<file path="src/rtl/mux_rr_arbiter_if.sv">
// rtl/mux_rr_arbiter_if.sv - request/grant bundle between requesters and the shared-mux arbiter
interface mux_rr_arbiter_if;
    logic [15:0] req;
    logic        done;
    logic [15:0] gnt;
    logic        gnt_valid;
    logic [3:0]  sel;
    logic        busy;

    modport master (
        output req,
        output done,
        input  gnt,
        input  gnt_valid,
        input  sel,
        input  busy
    );

    modport slave (
        input  req,
        input  done,
        output gnt,
        output gnt_valid,
        output sel,
        output busy
    );
endinterface

</file>
<file path="src/rtl/mux_rr_arbiter.sv">
// rtl/mux_rr_arbiter.sv - round-robin arbiter owning the select of a shared 16:1 mux, bounded hold time
module mux_rr_arbiter #(
    parameter int unsigned MAX_HOLD = 8
) (
    input  logic            clk,
    input  logic            rst_n,
    mux_rr_arbiter_if.slave bus
);

    localparam logic [7:0] HOLD_LAST = 8'(MAX_HOLD - 1);
    localparam logic [7:0] HOLD_MAX  = 8'(MAX_HOLD);

    typedef enum logic {IDLE, GRANT} state_t;

    state_t      state_q, state_d;
    logic [15:0] gnt_q, gnt_d;
    logic        gnt_valid_q, gnt_valid_d;
    logic        busy_q, busy_d;
    logic [3:0]  sel_q, sel_d;
    logic [3:0]  ptr_q, ptr_d;
    logic [7:0]  hold_q, hold_d;

    logic [3:0]  pick;
    logic [3:0]  idx;
    logic        found;
    logic        rel;

    // First requester at or after ptr, wrapping 15 -> 0.
    always_comb begin
        pick  = ptr_q;
        found = 1'b0;
        idx   = '0;
        for (int i = 0; i < 16; i++) begin
            idx = ptr_q + 4'(i);
            if (!found && bus.req[idx]) begin
                pick  = idx;
                found = 1'b1;
            end
        end
    end

    assign rel = bus.done || !bus.req[sel_q] || (hold_q == HOLD_LAST);

    always_comb begin
        state_d     = state_q;
        gnt_d       = gnt_q;
        gnt_valid_d = gnt_valid_q;
        busy_d      = busy_q;
        sel_d       = sel_q;
        ptr_d       = ptr_q;
        hold_d      = hold_q;
        case (state_q)
            IDLE: begin
                if (found) begin
                    state_d     = GRANT;
                    gnt_d       = 16'd1 << pick;
                    sel_d       = pick;
                    gnt_valid_d = 1'b1;
                    busy_d      = 1'b1;
                    hold_d      = '0;
                end else begin
                    gnt_d       = '0;
                    gnt_valid_d = 1'b0;
                    busy_d      = 1'b0;
                end
            end
            GRANT: begin
                if (hold_q != HOLD_MAX)
                    hold_d = hold_q + 8'd1;
                // Any combination of release causes is a single release.
                if (rel) begin
                    state_d     = IDLE;
                    gnt_d       = '0;
                    gnt_valid_d = 1'b0;
                    busy_d      = 1'b0;
                    ptr_d       = sel_q + 4'd1;
                end
            end
            default: state_d = IDLE;
        endcase
    end

    always_ff @(posedge clk or negedge rst_n) begin
        if (!rst_n) begin
            state_q     <= IDLE;
            gnt_q       <= '0;
            gnt_valid_q <= 1'b0;
            busy_q      <= 1'b0;
            sel_q       <= '0;
            ptr_q       <= '0;
            hold_q      <= '0;
        end else begin
            state_q     <= state_d;
            gnt_q       <= gnt_d;
            gnt_valid_q <= gnt_valid_d;
            busy_q      <= busy_d;
            sel_q       <= sel_d;
            ptr_q       <= ptr_d;
            hold_q      <= hold_d;
        end
    end

    assign bus.gnt       = gnt_q;
    assign bus.gnt_valid = gnt_valid_q;
    assign bus.busy      = busy_q;
    assign bus.sel       = sel_q;

endmodule
</file>
<file path="src/flat_wrapper.sv">
// flat-port wrapper written by rule: the top's interface ports become plain ports
module mux_rr_arbiter_flat 
#(
    parameter int unsigned MAX_HOLD = 8
)
  (clk, rst_n, bus_req, bus_done, bus_gnt, bus_gnt_valid, bus_sel, bus_busy);
  mux_rr_arbiter_if bus_i ();
  input  logic clk;
  input  logic rst_n;
  input wire logic [$bits(bus_i.req)-1:0] bus_req;
  input wire logic [$bits(bus_i.done)-1:0] bus_done;
  output wire logic [$bits(bus_i.gnt)-1:0] bus_gnt;
  output wire logic [$bits(bus_i.gnt_valid)-1:0] bus_gnt_valid;
  output wire logic [$bits(bus_i.sel)-1:0] bus_sel;
  output wire logic [$bits(bus_i.busy)-1:0] bus_busy;
  assign bus_i.req = bus_req;
  assign bus_i.done = bus_done;
  assign bus_gnt = bus_i.gnt;
  assign bus_gnt_valid = bus_i.gnt_valid;
  assign bus_sel = bus_i.sel;
  assign bus_busy = bus_i.busy;
  mux_rr_arbiter #(.MAX_HOLD(MAX_HOLD)) u_core (.clk(clk), .rst_n(rst_n), .bus(bus_i));
endmodule
</file>
<file path="config.mk">
export PLATFORM = sky130hd
export DESIGN_NAME = mux_rr_arbiter_flat
export DESIGN_NICKNAME = d
export VERILOG_FILES = /design/src/rtl/mux_rr_arbiter_if.sv /design/src/rtl/mux_rr_arbiter.sv /design/src/flat_wrapper.sv
export SDC_FILE = /design/constraint.sdc
export NUM_CORES = 1
export LEC_CHECK = 0
export CAP_MARGIN = 10
export CORE_UTILIZATION = 50
export DETAILED_ROUTE_END_ITERATION = 8
export GPL_TIMING_DRIVEN = 0
export PLACE_DENSITY = 0.78
export SLEW_MARGIN = 40
export SYNTH_ARGS = -nofsm -noshare
export SYNTH_HDL_FRONTEND = slang
export SYNTH_SLANG_ARGS = --single-unit
</file>
<file path="constraint.sdc">
create_clock -name clk -period 5.44 [get_ports clk]
set_clock_uncertainty 0.15 [all_clocks]
set_input_delay 0.816 -clock clk [delete_from_list [all_inputs] [get_ports clk]]
set_output_delay 0.816 -clock clk [all_outputs]
set_load 0.02 [all_outputs]
</file>
==> results.cfg, run 1 <==
[logic_synthesis]
synth_cell_types = 69
yosysWarnings = 0
synth_edf_count = 0
synth_commonest_cells = dfrtp_1, mux4_2, nand2_1
yosysTopAreaCellShare_pct = 20.72
synth.area.top_cells = dfrtp_1, mux4_2, mux2i_1
synthesis.area_um2 = 4106
ys.flop_type = dfrtp_1
synth_area_leader_cell = dfrtp_1
postSynthNetCount = 447
ys_seq_elements = 34
async_reset_ff_share_pct = 100.0
ys_seq_area_share_pct = 20.72
syn-instance-count = 418
postSynthAreaPerCell_um2 = 9.824

[clock_tree]
cts.clk_slew.worst_paths_ps = 60
htreeDepth = 2
cts_buffers = 5
cts_hold_buf = 0
cts_tree = done
cts_sinks = 34
insertion_delay_ps = 280
cts_buffer_depth = 2
root_buffer = clkbuf_8

[detailed_routing]
dr.pass1.iters = 5
final_antenna_net_count = 0
drt-initial-drc-count = 369
vias = 4028
wl_per_cell_um = 21.68
wirelength_um = 12340
remaining_drc_errors = 0
drt-vias-per-instance = 7.079

[floorplanning]
initial_core_util_pct = 52.33
coreArea_um2 = 7848
die_w_um = 92.63
die_y_um = 92.63
row_count = 32
dieArea_um2 = 8579
ios = 41

[finish]
nets = 495
final_layout_size_suffix_gt1_share_pct = 20.99
syn2layout_area_growth_pct = 17.31
diodes = 0
postLayoutCoreUtil_pct = 61.38

[placed_design]
dp_hpwl_um = 9410
gp_congestion = 0.9965
portBuffers = 40

[worst_setup_path]
cp_max_fo = 10
critPathCaptureType = flop
critPathKind = flop to flop
cp-start-kind = flop
reg2reg_depth = 15
critPathRequiredTime_ps = 5460
critPathArrivalTime_ps = 5220

[sta]
max-slew-margin-rel_pct = 44.25
final.period_utilization_pct = 95.55
hold_viol = 0
rsz0062_at_grt = false
worstMarginPinSlew_ps = 833.4
layout_min_cycle_time_ps = 5198
setup_viol = 0
tns_ps = 0
drv_slew = 0
max_freq_ghz = 0.1924

[global_routing]
grt_first_pass_wirelength_um = 20250
grt_antenna_before_repair = 0
gr-total-overflow = 0
grt_pass1_vias = 3884
grt_max_degree = 24
track_usage_pct = 30.37

[flow_run]
cap_violations = 0

[hold_path]
hp-class = input pin to async pin

[status]
status = finished clean
## registers in the layout, indices dropped and copies added, names as in the netlist
name,flops
u_core.bus.gnt,16
u_core.bus.gnt_valid,1
u_core.bus.sel,4
u_core.hold_q,8
u_core.ptr_q,4
u_core.state_q,1
## critical path, cell delays in order (launching register included)
cell	delay, ps
dfrtp_1	420
clkbuf_4	280
clkbuf_2	280
inv_1	270
ha_1	360
buf_2	210
mux4_2	540
mux2_2	350
mux2i_1	380
nand2_1	180
or3_1	500
a2111oi_2	290
or3_1	160
o211a_2	310
nor3b_2	120
a32o_1	280
## cell families after synthesis
group | count (synthesis) | synth area share [%]
flops | 34 | 20.72
buf+inv | 41 | 4.662
mux | 79 | 32.14
simple gates | 118 | 14.81
xor+xnor | 15 | 3.199
fa+ha+maj | 10 | 3.047
compound gates | 121 | 21.42
## layout by cell type (no fill, tap or decap), drive strengths merged, types with 8 or more instances in the layout
cell type,n
nand3,11
clkbuf,18
inv,18
dfrtp,34
a32o,15
ha,10
mux4,39
clkdlybuf4s50,39
mux2,18
a21oi,24
xnor2,8
nor2,29
nand2,31
o21ai,24
mux2i,22
buf,13
nor3,8
## layout make-up
type                       instances  area (um2)
timing repair buffer              41       422.9
clock inverter                     1       5.005
tap                              102       127.6
sequential                        34       850.8
multi-input combinational        343        3129
fill                             664        3030
clock buffer                       7       86.33
inverter                          19       71.32
buffer                            22       123.9
## routing by layer
metal,GRT usage (%),vias to the layer above,wire (um),part of all wire (%)
li1,-,1782,-,-
met2,46.85,271,5753,47
met1,42.49,1939,5017,41
met3,5.829,36,1249,10
met5,0,-,0,0
met4,11.28,0,318,2.6
## worst paths after layout
path / startpoint / end / slack (ps)
hold reg to reg: u_core.bus.gnt[3] / u_core.bus.gnt[3] / 350
max in group asynchronous: rst_n / u_core.bus.gnt[4] / 4470
hold / removal: rst_n / u_core.hold_q[5] / 260
setup reg to reg: u_core.ptr_q[1] / u_core.bus.gnt[14] / 240
min in group clk: u_core.bus.gnt[3] / u_core.bus.gnt[3] / 350
setup / recovery: u_core.ptr_q[1] / u_core.bus.gnt[14] / 240
## repair_timing
action,CTS,global route
setup buffers,0,0
gates resized for setup,5,5
pin swaps,0,0
cloned,0,0
setup endpoints to repair,17,28
## through the flow
step | cells | area [um2] | hold slack, ps | setup WS [ps]
finish | 569 | 4817 | 262.3 | 242.1
global route | 569 | 4817 | 275.8 | 9.158
CTS | 569 | 4793 | 261.8 | 33.15
detailed placement | 561 | 4672 | 338.3 | -133.7
global placement | 560 | 4634 | 331.6 | -117.1
floorplan | 418 | 4106 | 327.6 | 924.9
Power of run 1 is not shown: default switching activity piles up to over one toggle a cycle in this logic, so the estimate is an artifact.
==> inputs of run 2 (changes only) <==
--- a/config.mk
+++ b/config.mk
@@ -5,8 +5,9 @@
 export SDC_FILE = /design/constraint.sdc
 export NUM_CORES = 1
 export LEC_CHECK = 0
-export CAP_MARGIN = 10
+export CAP_MARGIN = 20
 export CORE_UTILIZATION = 50
+export CTS_CLUSTER_DIAMETER = 40
 export DETAILED_ROUTE_END_ITERATION = 8
 export GPL_TIMING_DRIVEN = 0
 export PLACE_DENSITY = 0.78
==> results of run 2 <==
Same layout as run 1: the final DEF is identical, and so are final timing and power.
Power of run 2 is left out for the same reason.
==> inputs of run 3 (changes only) <==
--- a/config.mk
+++ b/config.mk
@@ -6,11 +6,11 @@
 export NUM_CORES = 1
 export LEC_CHECK = 0
 export CAP_MARGIN = 20
-export CORE_UTILIZATION = 50
+export CORE_UTILIZATION = 35
 export CTS_CLUSTER_DIAMETER = 40
 export DETAILED_ROUTE_END_ITERATION = 8
 export GPL_TIMING_DRIVEN = 0
-export PLACE_DENSITY = 0.78
+export PLACE_DENSITY = 0.6
 export SLEW_MARGIN = 40
 export SYNTH_ARGS = -nofsm -noshare
 export SYNTH_HDL_FRONTEND = slang
==> run 3 against run 2 <==
Via count shrank 0.87%. First-iteration DRC count grew 7.6%. Maximum frequency is essentially flat. Count of clock-buffer cells in the layout shrank 2. Utilization shrank 18 points. Sequential share of layout area shrank 0.62 points. Die area grew 42%. Hold slack lost 7.4 ps. Setup slack gained 2.0 ps. Critical path type unchanged. Largest cell class unchanged.
==> results.cfg, run 3 (same netlist as run 1, synthesis figures left out) <==
[worst_setup_path]
critPathKind = flop to flop
path_depth = 15
startpoint = u_core.ptr_q[1]
crit_family = compound AO/OA/AOI/OAI gates
critPathArrivalTime_ps = 5210
reg2reg_to = u_core.bus.gnt[14]
cpMostUsedCell = buf_2
cp_max_fo = 10
cp-start-kind = flop
critPathSlowestCell = mux4_2
crit_end = u_core.bus.gnt[14]
r2r_start = u_core.ptr_q[1]
reg2reg_depth = 15
critPathCaptureType = flop
path_cells = buf_2, buf_2, clkinvlp_4, ha_1, buf_2, buf_6, mux4_2, a32oi_2, nand2_2, or3_1, a2111oi_2, or3_1, o211a_2, nor3b_2, a32o_1
critPathBufInv = 5
reg2reg_setup_slack_ps = 240
worst_path_largest_cell_delay_ps = 570
critPathRequiredTime_ps = 5460

[finish]
finalNonFillerCells = 612
final_common_cell = clkdlybuf4s50_1
syn2layout_area_growth_pct = 21.54
largest_reg_flops = 16
nets = 497
multiInputGateArea_um2 = 3141
final_cell_mix = clkdlybuf4s50_1, mux4_2, dfrtp_1
register_area_um2 = 850.8
final_layout_size_suffix_gt1_share_pct = 22.39
final_cell_area_um2 = 4991
nFillCells = 1109
diodes = 0

[detailed_routing]
remaining_drc_errors = 0
drt-vias-per-instance = 6.525
vias = 3993
wl_per_cell_um = 20.78
wirelength_um = 12720
drt-initial-drc-count = 397
dr.pass1.iters = 5
final_antenna_net_count = 0

[global_routing]
gr-total-overflow = 0
grt_first_pass_wirelength_um = 20440
grt_pass1_vias = 3774
grt_antenna_before_repair = 0
grt_max_degree = 26
track_usage_pct = 21.80

[clock_tree]
cts.clk_slew.worst_paths_ps = 60
cts_buffer_depth = 2
cts_tree = done
insertion_delay_ps = 280
htreeDepth = 2
root_buffer = clkbuf_16
cts_sinks = 34
cts_buffers = 5
cts_hold_buf = 0

[sta]
worstMarginPinSlew_ps = 761.4
fin_ws_ps = 244.1
max-slew-margin-rel_pct = 47.79
hold_viol = 0
drv_slew = 0
setup_viol = 0
layout_min_cycle_time_ps = 5196
fin_hold_ws_ps = 254.9
final.period_utilization_pct = 95.51
max_freq_ghz = 0.1925

[floorplanning]
dieArea_um2 = 12170
ios = 41
row_count = 39
die_y_um = 110.3
initial_core_util_pct = 35.96
die_w_um = 110.3
coreArea_um2 = 11420

[placed_design]
dp_slack_ps = -246.4
gp_congestion = 0.9448
dp_hpwl_um = 9640
dpl-instance-area_um2 = 4716
dp_cells = 602
portBuffers = 40

[status]
status = finished clean

[flow_run]
cap_violations = 0

[hold_path]
hp-class = input pin to async pin
-- run 3: cell type report --
type / count / share of cell area (%)
flip-flops and latches: 34 / 17.05
plain buffers: 22 / 2.432
multi-input cells: 343 / 62.92
repair buffers: 43 / 8.624
inverters: 19 / 1.504
clock inverters: 3 / 1.379
well taps: 143 / 3.585
clock buffers: 5 / 2.507
-- run 3: routing by layer --
| metal | global-route usage [%] | share of wire, % | vias to the layer above |
|---|---|---|---|
| li1 | - | - | 1783 |
| met1 | 30.46 | 42 | 2002 |
| met2 | 34.34 | 48 | 184 |
| met3 | 4.233 | 7.4 | 24 |
| met4 | 6.015 | 2.3 | 0 |
| met5 | 0 | 0 | - |
-- run 3: worst reg2reg max path: cells and delay by family (launching register included) --
kind                     cells  cell delay, ps
AO/OA/AOI/OAI                4            1350
adder cells (fa/ha/maj)      1             320
buffers and inverters        5            1270
flip-flops                   1             410
multiplexers                 1             580
AND/OR/NAND/NOR              4             990
-- run 3: how the worst min path moves through the flow --
stage / start / endpoint / slack (ps) / cells after the start
2_1_floorplan: u_core.hold_q[4] / u_core.hold_q[4] / 330 / 1
3_3_place_gp: u_core.bus.gnt[6] / u_core.bus.gnt[6] / 330 / 1
3_5_place_dp: u_core.bus.gnt[6] / u_core.bus.gnt[6] / 340 / 1
4_1_cts: rst_n / u_core.hold_q[0] / 260 / 1
5_1_grt: rst_n / u_core.hold_q[0] / 270 / 1
6_report: rst_n / u_core.hold_q[0] / 250 / 1
-- run 3: repair_timing --
action | in CTS | in global routing
endpoints found under the setup margin | 29 | 29
gates resized for setup | 2 | 12
setup buffers | 0 | 2
-- run 3: stage by stage --
step / TNS [ps] / util, %
finish: 0 / 43.71
global route: -3.658 / 43.71
CTS: 0 / 43.04
detailed placement: -4443 / 41.30
global placement: -5455 / 41.04
floorplan: 0 / -
Power of run 3 is left out for the same reason.
